--- config.mk ---
export PLATFORM = sky130hd
export DESIGN_NAME = rate_sequencer
export DESIGN_NICKNAME = d
export VERILOG_FILES = /design/src/rtl/rate_pkg.sv /design/src/rtl/period_counter.sv /design/src/rtl/rate_sequencer.sv
export SDC_FILE = /design/constraint.sdc
export NUM_CORES = 1
export LEC_CHECK = 0
export CAP_MARGIN = 20
export CORE_UTILIZATION = 30
export DETAILED_ROUTE_END_ITERATION = 12
export SLEW_MARGIN = 30
export SYNTH_ARGS = -nofsm -noshare
export SYNTH_HDL_FRONTEND = slang
export SYNTH_SLANG_ARGS = --single-unit
--- constraint.sdc ---
create_clock -name CLOCK_50 -period 4 [get_ports CLOCK_50]
set_input_delay 0.4 -clock CLOCK_50 [delete_from_list [all_inputs] [get_ports CLOCK_50]]
set_output_delay 0.4 -clock CLOCK_50 [all_outputs]
set_load 0.01 [all_outputs]
--- src/rtl/rate_pkg.sv ---
// Shared types and constants for the rate sequencer: FSM encoding, rate codes,
// and the half-period / terminal-count helpers derived from the clock frequency.
package rate_pkg;

    localparam int CNT_W = 28;

    typedef logic [CNT_W-1:0] cnt_t;

    typedef enum logic [1:0] {
        ST_IDLE = 2'd0,
        ST_RUN  = 2'd1,
        ST_HOLD = 2'd2
    } state_t;

    localparam logic [1:0] RATE_0P25HZ = 2'd0;
    localparam logic [1:0] RATE_0P5HZ  = 2'd1;
    localparam logic [1:0] RATE_1HZ    = 2'd2;
    localparam logic [1:0] RATE_2HZ    = 2'd3;
    localparam logic [1:0] RATE_MAX    = RATE_2HZ;

    function automatic cnt_t half_period(input int unsigned clk_hz, input logic [1:0] code);
        case (code)
            RATE_0P25HZ: return cnt_t'(clk_hz * 2);
            RATE_0P5HZ:  return cnt_t'(clk_hz);
            RATE_1HZ:    return cnt_t'(clk_hz / 2);
            default:     return cnt_t'(clk_hz / 4);
        endcase
    endfunction

    function automatic cnt_t terminal_count(input int unsigned clk_hz, input logic [1:0] code);
        return half_period(clk_hz, code) - cnt_t'(1);
    endfunction

endpackage

--- src/rtl/period_counter.sv ---
// Half-period counter: counts while enabled, wraps to zero at the terminal count.
// Clear has priority over enable so the FSM can zero it from any state.
module period_counter
    import rate_pkg::*;
(
    input  logic clk,
    input  logic reset,
    input  logic en,
    input  logic clr,
    input  cnt_t tc,
    output cnt_t count,
    output logic at_tc
);

    assign at_tc = (count == tc);

    always_ff @(posedge clk) begin
        if (!reset || clr)
            count <= '0;
        else if (en)
            count <= at_tc ? '0 : count + cnt_t'(1);
    end

endmodule

--- src/rtl/rate_sequencer.sv ---
// Rate sequencer: IDLE/RUN/HOLD controller driving a square wave and a rising-edge
// tick at one of four rates, with deferred speed-up applied at the next half-period end.
module rate_sequencer
    import rate_pkg::*;
#(
    parameter int unsigned CLK_HZ = 50_000_000
) (
    input  logic       CLOCK_50,
    input  logic       reset,
    input  logic       start,
    input  logic       stop,
    input  logic [1:0] speed_sel,
    input  logic       speed_up,
    output logic       tick,
    output logic       phase,
    output logic [1:0] level,
    output logic       running
);

    state_t state, state_nxt;
    cnt_t   count, tc;
    logic   at_tc, pending, advance, clr;

    // Level only moves on a terminal-count edge, so the counter never overshoots tc.
    assign tc      = terminal_count(CLK_HZ, level);
    assign advance = (state == ST_RUN) && !stop;
    assign clr     = (state == ST_IDLE) || ((state == ST_HOLD) && stop);

    period_counter u_cnt (
        .clk   (CLOCK_50),
        .reset (reset),
        .en    (advance),
        .clr   (clr),
        .tc    (tc),
        .count (count),
        .at_tc (at_tc)
    );

    always_ff @(posedge CLOCK_50) begin
        if (!reset)
            state <= ST_IDLE;
        else
            state <= state_nxt;
    end

    always_comb begin
        state_nxt = state;
        case (state)
            ST_IDLE: if (start && !stop) state_nxt = ST_RUN;
            ST_RUN:  if (stop)           state_nxt = ST_HOLD;
            ST_HOLD: begin
                if (stop)       state_nxt = ST_IDLE;
                else if (start) state_nxt = ST_RUN;
            end
            default:            state_nxt = ST_IDLE;
        endcase
    end

    always_comb begin
        running = (state == ST_RUN);
    end

    always_ff @(posedge CLOCK_50) begin
        if (!reset) begin
            phase   <= 1'b0;
            tick    <= 1'b0;
            level   <= RATE_0P25HZ;
            pending <= 1'b0;
        end else begin
            tick <= 1'b0;
            case (state)
                ST_IDLE: begin
                    phase   <= 1'b0;
                    pending <= 1'b0;
                    if (start && !stop) level <= speed_sel;
                end
                ST_RUN: if (!stop) begin
                    if (at_tc) begin
                        phase <= !phase;
                        tick  <= !phase;
                        if (pending) begin
                            level   <= level + 2'd1;
                            pending <= 1'b0;
                        end
                    end
                    // A request landing on the wrap edge waits for the following one.
                    if (speed_up && !pending && level != RATE_MAX)
                        pending <= 1'b1;
                end
                ST_HOLD: if (stop) begin
                    phase   <= 1'b0;
                    pending <= 1'b0;
                end
                default: ;
            endcase
        end
    end

endmodule

Yosys cells after proc, flatten, opt, wreduce, memory -nomap -nowiden
Index checks and enable logic that the tools add are counted.
W data, S select, Z words.
{"block": "classes", "n_reduce_logical": 20, "muxes": 20, "n_bitwise": 3, "addsub": 3, "n_eq_ne": 14}
{"op": "$pmux W27 S3", "n": 1}
{"op": "$add A28 B1 Y28 const B", "n": 1}
{"op": "$eq A28 B28 Y1", "n": 1}
{"op": "$mux W28", "n": 1}
{"op": "$sub A28 B1 Y28 const B", "n": 1}
{"op": "$mux W2", "n": 8}
{"op": "$ne A2 B2 Y1 const B", "n": 4}
{"op": "$reduce_and A4 Y1", "n": 2}
{"op": "$mux W1", "n": 6}
{"op": "$ne A2 B1 Y1 const B", "n": 3}
{"op": "$pmux W1 S3", "n": 2}
{"op": "$pmux W2 S3", "n": 1}
{"op": "$logic_and A1 B1 Y1", "n": 5}
{"op": "$reduce_and A5 Y1", "n": 1}
{"op": "$eq A2 B1 Y1 const B", "n": 2}
{"op": "$eq A2 B2 Y1 const B", "n": 2}
{"op": "$logic_not A1 Y1", "n": 4}
{"op": "$logic_not A2 Y1", "n": 2}
{"op": "$pmux W2 S2", "n": 1}
{"op": "$reduce_or A4 Y1", "n": 1}
{"op": "$ne A3 B1 Y1 const B", "n": 1}
{"op": "$ne A3 B3 Y1 const B", "n": 1}
{"op": "$not A1 Y1", "n": 3}
{"op": "$reduce_and A3 Y1", "n": 1}
{"op": "4 further kinds", "n": 5}
{"block": "word_totals", "output_inout_bits": 5, "regBits": 35, "wordCells": 66, "in_bits": 7}

Longest topological paths before layout
Gate-level depths: netlist (run 1).
{"block": "logic_depth", "depth_word": 8, "ltp_mapped": 9, "mapped_depth_nobuf": 7}

Cells and area by module
From an unflattened synthesis (run 1), not the netlist that was laid out.
{"block": "hier_totals", "cells_unflattened": 242, "hier_area_um2": 2115.8}
{"mod": "period_counter", "area_each_um2": 1610.3, "n_inst": 1, "cells_each": 183}
{"mod": "rate_sequencer", "area_each_um2": 505.5, "n_inst": 1, "cells_each": 59}

Worst setup path after synthesis (run 1)
Ideal clock, no wire load.
{"block": "synth_path", "path_kind": "register to register", "start": "reg level[0]", "end": "reg u_cnt.count[0]", "n_path_buf": 2, "path_stages_with_launch": 10, "setup_time_ns": 0.132, "t_required_ns": 3.868, "arrival_ns": 2.189, "path_slack_ns": 1.679, "cell_sequence": "dfxtp_1 inv_1 ha_1 or4b_1 o21ai_2 nand4_2 nor4_2 buf_4 buf_6 nor3_1"}
{"block": "synth_between", "elab_chain_len": 5, "elab_cells_between_ends": 7}
{"element": "start: declaration", "line": "rate_sequencer.sv:16", "rtl": "output logic [1:0] level,"}
{"element": "start signal: assignment", "line": "rate_sequencer.sv:75", "rtl": "if (start && !stop) level <= speed_sel;"}
{"element": "start signal: assignment", "line": "rate_sequencer.sv:82", "rtl": "level <= level + 2'd1;"}
{"element": "$eq A2 B2 Y1, or another cell as far along", "line": "rate_pkg.sv:22", "rtl": "case (code)"}
{"element": "$pmux W27 S3 (*)", "line": "rate_pkg.sv:22"}
{"element": "$sub A28 B1 Y28 (*)", "line": "rate_pkg.sv:31", "rtl": "return half_period(clk_hz, code) - cnt_t'(1);"}
{"element": "$eq A28 B28 Y1 (*)", "line": "period_counter.sv:15", "rtl": "assign at_tc = (count == tc);"}
{"element": "$mux W28 (*)", "line": "period_counter.sv:21", "rtl": "count <= at_tc ? '0 : count + cnt_t'(1);"}
{"element": "end signal: assignment", "line": "period_counter.sv:21"}
{"element": "end: declaration", "line": "period_counter.sv:11", "rtl": "output cnt_t count,"}
Every way passes the cells marked *; elsewhere a longest branch is shown, timed or not.
A chain may end at the register's enable or synchronous reset.

Worst setup path after layout (run 1)
{"block": "layout_path", "start": "reg level[0]", "end": "reg phase"}
{"block": "layout_between", "elab_chain_len": 6, "elab_cells_between_ends": 8}
{"element": "$eq A2 B2 Y1, or another cell as far along", "line": "rate_pkg.sv:22"}
{"element": "$pmux W27 S3 (*)", "line": "rate_pkg.sv:22"}
{"element": "$sub A28 B1 Y28 (*)", "line": "rate_pkg.sv:31"}
{"element": "$eq A28 B28 Y1 (*)", "line": "period_counter.sv:15"}
{"element": "$ne A2 B1 Y1 (no source line) (*)"}
{"element": "$reduce_and A4 Y1 (no source line) (*)"}
{"element": "end signal: assignment", "line": "rate_sequencer.sv:79", "rtl": "phase <= !phase;"}
{"element": "end: declaration", "line": "rate_sequencer.sv:15", "rtl": "output logic phase,"}
Marks and branches as above.

==> results.toml, run 1 <==
[detailed_routing]
firstDrtPassIters = 4
detail_route.wl_per_cell_um = 14.7
via_per_inst = 5.37
detailroute.via_count = 1728
drt_iter0_markers = 103
detail_route.drc_violations = 0
postRouteAntennaNets = 0
finalWirelength_mm = 4.75

[synthesis]
synth_nets = 249
dominant_synthesized_flop_cell = "sky130_fd_sc_hd__dfxtp_1"
synth_most_common_cell = "sky130_fd_sc_hd__dfxtp_1"
synth.area.top_cells = "sky130_fd_sc_hd__dfxtp_1 (34%), sky130_fd_sc_hd__xor2_1 (8.6%), sky130_fd_sc_hd__nor3_1 (6.9%), sky130_fd_sc_hd__nand4_1 (4.9%), sky130_fd_sc_hd__xnor2_1 (4.7%)"
synth-async-reset-ratio_pct = 0
synth_enable_flop_cells = 0
synth_cell_type_count = 52
syn_area_per_cell_um2 = 8.71
postSynthRegisterBits = 35
yosysWarningCount = 0
register_area_share_after_synthesis_pct = 34.3
post_synth_inst_count = 235
library_cell_with_the_largest_summed_area_after_synthesis = "sky130_fd_sc_hd__dfxtp_1"
netlist_top_cells_count = "sky130_fd_sc_hd__dfxtp_1 (35), sky130_fd_sc_hd__nor3_1 (28), sky130_fd_sc_hd__xor2_1 (20), sky130_fd_sc_hd__nand2_1 (17), sky130_fd_sc_hd__nand4_1 (16)"
netlist.area_leader.share_pct = 34.3
syn-cell-area_um2 = 2050

[clock_tree]
clock_tree_from_tritoncts = "done"
clock_tree.htree_level_count = 2
clock_sink_count = 35
clk_path_buf_depth = 2
cts_hold_buffers = 0
resized_gates_after_cts = 0
cts.root.buffer_cell = "sky130_fd_sc_hd__clkbuf_8"
worst_skew_pair.late_latency_ps = 290
cts-buffers-inserted = 5
cts.clk_slew.worst_paths_ps = 70
number_of_buffers_inserted_to_repair_setup_after_cts = 0

[placed_design]
placed_insts = 315
gpl.final_weighted_congestion = 0.839
pre_cts_slack_ps = 1380
place.detailed.hpwl_mm = 3.39
portBuffers = 11

[final_layout]
n_antenna_cell = 0
layout_area_growth_over_synthesis_pct = 13.0
share_of_cells_above_drive_strength_1_pct = 8.16
area_occupied_by_multi_input_gates_um2 = 1270
fill_cells = 689
finish.net_count = 259
layout.area.seq_um2 = 701
instances_no_fill = 322

[critical_path]
critical_path_peak_fanout = 29
worstSetupEndpointType = "register"
required_ps = 4230
critPathKind = "register to register"
worst-endpoint-arrival_ps = 2870
timing.critical_path.from_type = "register"

[floorplan]
horiz_die_dim_um = 84.6
die_y_um = 84.6
die-area_um2 = 7150
count_of_standard_cell_rows = 29
count_of_pins_on_the_block_boundary = 12
initial_utilization_pct = 31.7
core_area_um2 = 6460

[hold_path]
hold_class = "register to register"

[global_routing]
gr-total-overflow = 0
grt_max_degree = 30
grtUsageTotal_pct = 14.3
first_global_vias = 1610
grt_first_pass_wirelength_mm = 7.98
grt_antenna_before_repair = 0

[status]
run_status = "finished, final reports clean"

[power_and_ir_drop]
peakVddDrop_v = 0.000153
power_leakage_nw = 0.792
cellPowerDensity_nw_per_um2 = 284

[timing]
grt_setup_unrepaired = "false"
fin_worst_skew_ps = 5.69
final_min_period_over_clock_period_pct = 65.9
timing.final.ws_setup_ps = 1370
fin_crit_ps = 2630
setup_total_negative_slack_ps = 0
finalMaxSlewViolations = 0
tightestPinTransition_ps = 680
finalHoldViolations = 0
slew_headroom_pct = 54.3
timing.final.setup_violations = 0
max_freq_ghz = 0.380

[flow_run]
maxCapViolations = 0
-- metrics by stage --
| stage | hold slack [ps] | util (%) | area [um^2] | power [mW] |
|---|---|---|---|---|
| finish | 485 | 35.8 | 2310 | 0.657 |
| CTS | 485 | 35.8 | 2310 | 0.661 |
| detailed placement | 473 | 34.4 | 2220 | 0.401 |
| global placement | 473 | 34.4 | 2220 | 0.401 |
| global route | 521 | 35.8 | 2310 | 0.685 |
| floorplan | 450 | - | 2050 | 0.385 |
-- final timing paths --
| path | start | slack (ps) | endpoint | cells past startpoint |
|---|---|---|---|---|
| worst min register to register | pending | 480 | pending | 1 |
| worst min-delay path | pending | 480 | pending | 1 |
| worst max register to register | level[0] | 1370 | phase | 8 |
| worst max-delay path | level[0] | 1370 | phase | 8 |
-- worst max-delay path, stage by stage, from the launching register on --
cell                      delay [ps]
sky130_fd_sc_hd__dfxtp_1         500
sky130_fd_sc_hd__inv_1           150
sky130_fd_sc_hd__ha_1            270
sky130_fd_sc_hd__xor2_1          230
sky130_fd_sc_hd__nor4b_1         270
sky130_fd_sc_hd__nand4_1         270
sky130_fd_sc_hd__nor4_4          260
sky130_fd_sc_hd__buf_4           360
sky130_fd_sc_hd__o221a_2         250
-- placed cells by master (no fill, tap or decap), drive strengths merged, types with 2 or more instances in the layout --
master          n
nor2b           2
o21ai           3
nor4b           5
nand4          17
buf             2
nand2b          6
o22ai           3
xnor2          11
nor4bb          2
and3            8
ha              7
clkbuf          6
nor3           30
nand2          17
nor4            3
dfxtp          35
a31oi           2
and4            4
inv             8
o2bb2ai         2
nand3          10
clkdlybuf4s50  11
nor2           11
xor2           20
-- per-layer routing --
metal	GRT usage, %	wire length [um]
met5	0	0
met4	4.16	57
met3	3.83	157
met2	22.2	2120
met1	19.4	2420
-- power by group --
part,leakage (nW),internal (mW),total [mW],switching [mW]
Clock,0.0470,0.135,0.264,0.128
Sequential,0.282,0.350,0.354,0.00362
Combinational,0.463,0.0170,0.0397,0.0227
-- cells by family after synthesis --
kind of cell / share of synthesized area (%)
and+or+nand+nor: 35.5
DFF: 34.3
xor gates and xnor gates: 13.3
AOI/OAI and AO/OA: 8.07
buffers and inverters: 4.10
adders and majority gates: 4.28
muxes: 0.489
-- layout make-up --
| type | instances | area share, % |
|---|---|---|
| clock buffers | 6 | 3.57 |
| clock inverters | 1 | 0.216 |
| inverters | 8 | 1.30 |
| multi-input cells | 182 | 55.0 |
| flip-flops and latches | 35 | 30.3 |
| well taps | 77 | 4.17 |
| repair buffers | 13 | 5.41 |
-- sequential cells by signal (all words and copies together), names as in the netlist --
register and flops:
u_cnt.count 28, level 2, state 2, pending 1, phase 1, tick 1
Note: power is estimated with default switching activity, not from simulation.
==> run 2, diff against run 1 <==
Clock period 4 ns to 2.65 ns, I/O delays scaled along.
==> results.toml, run 2 (synthesis results as in run 1) <==
[detailed_routing]
finalWirelength_mm = 4.72
drt_iter0_markers = 111
via_per_inst = 5.30
detail_route.wl_per_cell_um = 14.4
detailroute.via_count = 1737
postRouteAntennaNets = 0
firstDrtPassIters = 4
detail_route.drc_violations = 0

[clock_tree]
clk_path_buf_depth = 2
clock_sink_count = 35
cts.root.buffer_cell = "sky130_fd_sc_hd__clkbuf_8"
clock_tree_from_tritoncts = "done"
clock_tree.htree_level_count = 2
worst_skew_pair.late_latency_ps = 290
cts-buffers-inserted = 5
number_of_buffers_inserted_to_repair_setup_after_cts = 0
cts.clk_slew.worst_paths_ps = 70

[critical_path]
endpoint = "phase"
critPathKind = "register to register"
worstSetupEndpointType = "register"
timing.critical_path.from_type = "register"
critical_path.reg2reg.endpoint = "phase"
r2r_start = "level[0]"
worst-endpoint-arrival_ps = 2700
required_ps = 2890
critical_path_peak_fanout = 10
r2r_slack_ps = 180
reg2reg_depth = 8
worst_setup_path_startpoint = "level[0]"

[final_layout]
regMostFlops = "u_cnt.count"
share_of_cells_above_drive_strength_1_pct = 9.16
layout_top_registers = "u_cnt.count x28, level x2, state x2"
finish.net_count = 264
largest_reg_flops = 28
layout_common_cells = "sky130_fd_sc_hd__dfxtp_1 (35), sky130_fd_sc_hd__nor3_1 (28), sky130_fd_sc_hd__xor2_1 (20)"
n_antenna_cell = 0
mostFrequentLayoutCell = "sky130_fd_sc_hd__dfxtp_1"
layout_area_growth_over_synthesis_pct = 14.6
fill_cells = 663

[timing]
fin_crit_ps = 2470
setup_total_negative_slack_ps = 0
timing.final.ws_setup_ps = 183
tightestPinTransition_ps = 412
grt_setup_unrepaired = "false"
final_min_period_over_clock_period_pct = 93.1
fin_worst_skew_ps = 6.00
timing.final.setup_violations = 0
max_freq_ghz = 0.405
slew_headroom_pct = 72.5
finalHoldViolations = 0
finalMaxSlewViolations = 0
worst_hold_slack_ps = 495

[hold_path]
hold_class = "register to register"
hold_path_depth = 1

[status]
run_status = "finished, final reports clean"

[floorplan]
count_of_standard_cell_rows = 29
horiz_die_dim_um = 84.6
die-area_um2 = 7150
count_of_pins_on_the_block_boundary = 12
initial_utilization_pct = 31.7
core_area_um2 = 6460
die_y_um = 84.6

[global_routing]
grt_first_pass_wirelength_mm = 8.16
grt_use_met2_pct = 23.8
first_global_vias = 1674
top_usage_layer = "met2"
gr-total-overflow = 0
global_route.usage.met1_pct = 18.7
grt_max_degree = 29
grt_antenna_before_repair = 0
met3_usage_pct = 2.85
grtUsageTotal_pct = 14.4

[flow_run]
maxCapViolations = 0

[power_and_ir_drop]
power_leakage_nw = 0.812
peakVddDrop_v = 0.000263
cellPowerDensity_nw_per_um2 = 416

[placed_design]
place.detailed.hpwl_mm = 3.50
gpl.final_weighted_congestion = 0.815
portBuffers = 11
pre_cts_slack_ps = 184
==> run 2: cell count changes in the layout (fill, tap and decap cells not counted) <==
cell,delta
sky130_fd_sc_hd__buf_6,+1
sky130_fd_sc_hd__nand2_2,-1
sky130_fd_sc_hd__clkbuf_8,-1
sky130_fd_sc_hd__buf_4,+4
sky130_fd_sc_hd__clkbuf_1,+2
sky130_fd_sc_hd__nand2_1,+1
==> run 2: final cells by class <==
type / count / area, um^2 / share of cell area (%)
multi-input cells: 182 / 1270 / 54.2
flip-flops and latches: 35 / 701 / 29.9
repair buffers: 18 / 166 / 7.10
well taps: 77 / 96.3 / 4.11
clock buffers: 7 / 76.3 / 3.26
inverters: 8 / 30.0 / 1.28
clock inverters: 1 / 5.00 / 0.213
==> run 2: worst min path at each step <==
stage                 start  slack [ps]      end
floorplan             reset         410    phase
global placement    pending         480  pending
detailed placement  pending         480  pending
CTS                 pending         500  pending
global route        pending         530  pending
finish              pending         490  pending
==> run 2: layer usage <==
metal  routed length, um  vias up
li1                    -      891
met1                2380      819
met2                2130       19
met3                 118        8
met4                  95        0
met5                   0        -
==> run 2: worst max-delay path, stage by stage, from the launching register on <==
cell and delay [ps]:
sky130_fd_sc_hd__dfxtp_1 500, sky130_fd_sc_hd__inv_1 150, sky130_fd_sc_hd__ha_1 260, sky130_fd_sc_hd__or4b_1 490, sky130_fd_sc_hd__o21ai_2 90, sky130_fd_sc_hd__nand4_2 170
sky130_fd_sc_hd__nor4_4 330, sky130_fd_sc_hd__buf_4 230, sky130_fd_sc_hd__o221a_2 200
==> run 2: through the flow <==
step / cell area [um^2] / cells / util (%) / total power, mW
2_1_floorplan: 2050 / 235 / - / 0.581
3_3_place_gp: 2260 / 320 / 35.0 / 0.609
3_5_place_dp: 2260 / 320 / 35.0 / 0.609
6_report: 2340 / 328 / 36.3 / 0.975
5_1_grt: 2340 / 328 / 36.3 / 1.02
4_1_cts: 2340 / 328 / 36.2 / 0.986
==> run 2: repair_timing <==
item                                    in CTS  in global routing
endpoints found under the setup margin       0                  1
gates resized for setup                      0                  1
hold buffers                                 0                  0
==> run 2: power by group <==
| group | internal (mW) | leakage [nW] | switching (mW) |
|---|---|---|---|
| Combinational | 0.0288 | 0.488 | 0.0340 |
| Clock | 0.184 | 0.0422 | 0.193 |
| Sequential | 0.529 | 0.282 | 0.00557 |
| Total | 0.742 | 0.812 | 0.233 |
==> run 3, diff against run 2 <==
Settings changed: REMOVE_ABC_BUFFERS set to 1, SYNTH_HIERARCHICAL set to 1.
==> results.toml, run 3 <==
[clock_tree]
cts-buffers-inserted = 5
cts.root.buffer_cell = "sky130_fd_sc_hd__clkbuf_8"
cts_hold_buffers = 0
clock_sink_count = 35
cts.clk_slew.worst_paths_ps = 80
worst_skew_pair.late_latency_ps = 290
clk_path_buf_depth = 2
clock_tree.htree_level_count = 2
clock_tree_from_tritoncts = "done"

[synthesis]
dominant_synthesized_flop_cell = "sky130_fd_sc_hd__dfxtp_1"
synth.area.top_cells = "sky130_fd_sc_hd__dfxtp_1 (33%), sky130_fd_sc_hd__xor2_1 (18%), sky130_fd_sc_hd__nor2_1 (7.6%), sky130_fd_sc_hd__ha_1 (4.7%), sky130_fd_sc_hd__xnor2_1 (4.1%)"
synth-async-reset-ratio_pct = 0
register_area_share_after_synthesis_pct = 33.1
post_synth_inst_count = 242
netlist_top_cells_count = "sky130_fd_sc_hd__nor2_1 (43), sky130_fd_sc_hd__xor2_1 (43), sky130_fd_sc_hd__dfxtp_1 (35), sky130_fd_sc_hd__nand4_1 (13)"
syn-cell-area_um2 = 2120
synth_cell_type_count = 38
library_cell_with_the_largest_summed_area_after_synthesis = "sky130_fd_sc_hd__dfxtp_1"
yosysWarningCount = 6
netlist.area_leader.share_pct = 33.1
synth_enable_flop_cells = 0
postSynthRegisterBits = 35
syn_area_per_cell_um2 = 8.74

[floorplan]
core_area_um2 = 6790
count_of_standard_cell_rows = 30
horiz_die_dim_um = 86.0
die-area_um2 = 7390
initial_utilization_pct = 31.1
die_y_um = 86.0
count_of_pins_on_the_block_boundary = 12

[hold_path]
min_delay_worst_endpoint = "tick"
hold_start = "phase"
hold_class = "register to register"
hold_path_depth = 1

[critical_path]
required_ps = 2860
critical_path.reg2reg.endpoint = "level[0]"
worst-endpoint-arrival_ps = 2700
worstPathBufferInverterCount = 2
path_common_cell = "sky130_fd_sc_hd__inv_1"
critical-path-top-delay-family = "simple AND/OR/NAND/NOR gates"
r2r_start = "level[1]"
critPathKind = "register to register"
r2r_slack_ps = 160
timing.critical_path.from_type = "register"
worst_path_max_delay_cell = "sky130_fd_sc_hd__dfxtp_4"
critical_path.max_stage_delay_ps = 370
worstSetupEndpointType = "register"
critical_path_peak_fanout = 6
worst_setup_path_startpoint = "level[1]"
reg2reg_depth = 11
timing.critical_path.cells = "inv_1 -> ha_1 -> inv_1 -> xor2_1 -> nor4_2 -> nand4_1 -> nor2_2 -> nand3_2 -> a211oi_4 -> nor2_1 -> a211oi_2"

[final_layout]
layout_area_growth_over_synthesis_pct = 21.0
fin_util_pct = 37.7
share_of_cells_above_drive_strength_1_pct = 15.8
largest_reg_flops = 28
n_antenna_cell = 0
final_cell_area_um2 = 2560
area_occupied_by_multi_input_gates_um2 = 1370
layout.area.seq_um2 = 708
mostFrequentLayoutCell = "sky130_fd_sc_hd__xor2_1"
layout_top_registers = "u_cnt/count x28, level x2, state x2"
regMostFlops = "u_cnt/count"
finish.net_count = 287
instances_no_fill = 369
fill_cells = 689
layout_common_cells = "sky130_fd_sc_hd__xor2_1 (43), sky130_fd_sc_hd__nor2_1 (40), sky130_fd_sc_hd__dfxtp_1 (33)"

[status]
run_status = "finished, final reports clean"

[global_routing]
grt_first_pass_wirelength_mm = 7.09
grt_max_degree = 17
grt_antenna_before_repair = 0
gr-total-overflow = 0
first_global_vias = 1519
grtUsageTotal_pct = 12.1

[power_and_ir_drop]
p_sw_mw = 0.266
relative_contribution_of_combinational_cells_to_total_power_pct = 10.1
power_report.internal_total_mw = 0.889
clockPowerShare_pct = 43.6
cellPowerDensity_nw_per_um2 = 451
power_leakage_nw = 0.947
sw_frac_of_total_pct = 23.0
peakVddDrop_v = 0.000177
share_of_total_power_in_sequential_cells_pct = 46.3

[detailed_routing]
via_per_inst = 4.45
finalWirelength_mm = 4.21
detail_route.drc_violations = 0
drt_iter0_markers = 87
postRouteAntennaNets = 0
detailroute.via_count = 1642
firstDrtPassIters = 4
detail_route.wl_per_cell_um = 11.4

[timing]
grt_setup_unrepaired = "true"
timing.final.setup_violations = 0
finalMaxSlewViolations = 0
finalHoldViolations = 0
final_min_period_over_clock_period_pct = 94.2
fin_worst_skew_ps = 7.59
setup_total_negative_slack_ps = 0
max_freq_ghz = 0.401
fin_crit_ps = 2490

[placed_design]
gpl.final_weighted_congestion = 0.895
post_dp_cell_area_um2 = 2380
portBuffers = 11
placed_insts = 358
place.detailed.hpwl_mm = 3.09

[flow_run]
maxCapViolations = 0
==> run 3: layout make-up <==
| class | count | area share, % |
|---|---|---|
| flip-flops and latches | 35 | 27.7 |
| clock inverters | 2 | 1.37 |
| well taps | 96 | 4.69 |
| clock buffers | 6 | 3.23 |
| multi-input cells | 195 | 53.5 |
| repair buffers | 23 | 7.82 |
| inverters | 12 | 1.76 |
==> run 3: metrics by stage <==
stage	power (mW)	setup slack (ps)	hold slack, ps
global placement	0.654	51.4	445
detailed placement	0.655	-12.6	451
global route	1.20	-21.4	491
CTS	1.16	8.77	462
finish	1.15	155	459
floorplan	0.616	90.5	344
==> run 3: cells by family after synthesis <==
| group | Yosys count | synth area share [%] |
|---|---|---|
| other | 2 | 0.355 |
| XOR/XNOR | 53 | 21.9 |
| flip-flops | 35 | 33.1 |
| multiplexers | 4 | 2.01 |
| AND/OR/NAND/NOR | 112 | 28.6 |
| adder cells (fa/ha/maj) | 8 | 4.73 |
| AO/OA/AOI/OAI | 9 | 4.20 |
| buffers and inverters | 19 | 5.03 |
==> run 3: how the worst max path moves through the flow <==
stage / end / slack, ps / cells past startpoint
5_1_grt: level[0] / -20 / 13
6_report: level[0] / 160 / 11
3_3_place_gp: level[0] / 50 / 12
3_5_place_dp: level[0] / -10 / 11
2_1_floorplan: u_cnt/count[10] / 90 / 10
4_1_cts: level[0] / 9 / 11
==> run 3: layer usage <==
layer	track usage [%]	wire length, um	up-vias
li1	-	-	860
met1	16.3	2110	749
met2	18.6	1910	27
met3	2.41	113	6
met4	5.30	72	0
met5	0	0	-
==> run 3: what timing repair did <==
action / 4_1_cts / 5_1_grt
gates resized for setup: 1 / 12
buffers inserted: 0 / 3
pin swaps: 0 / 8
setup endpoints to repair: 2 / 31
==> run 3: power groups by stage <==
stage	Clock (mW)	Combinational [mW]	Sequential (mW)
4_1_cts	0.515	0.108	0.535
6_report	0.503	0.117	0.535
3_5_place_dp	0	0.108	0.548
5_1_grt	0.537	0.129	0.536
2_1_floorplan	0	0.0677	0.548
3_3_place_gp	0	0.107	0.547
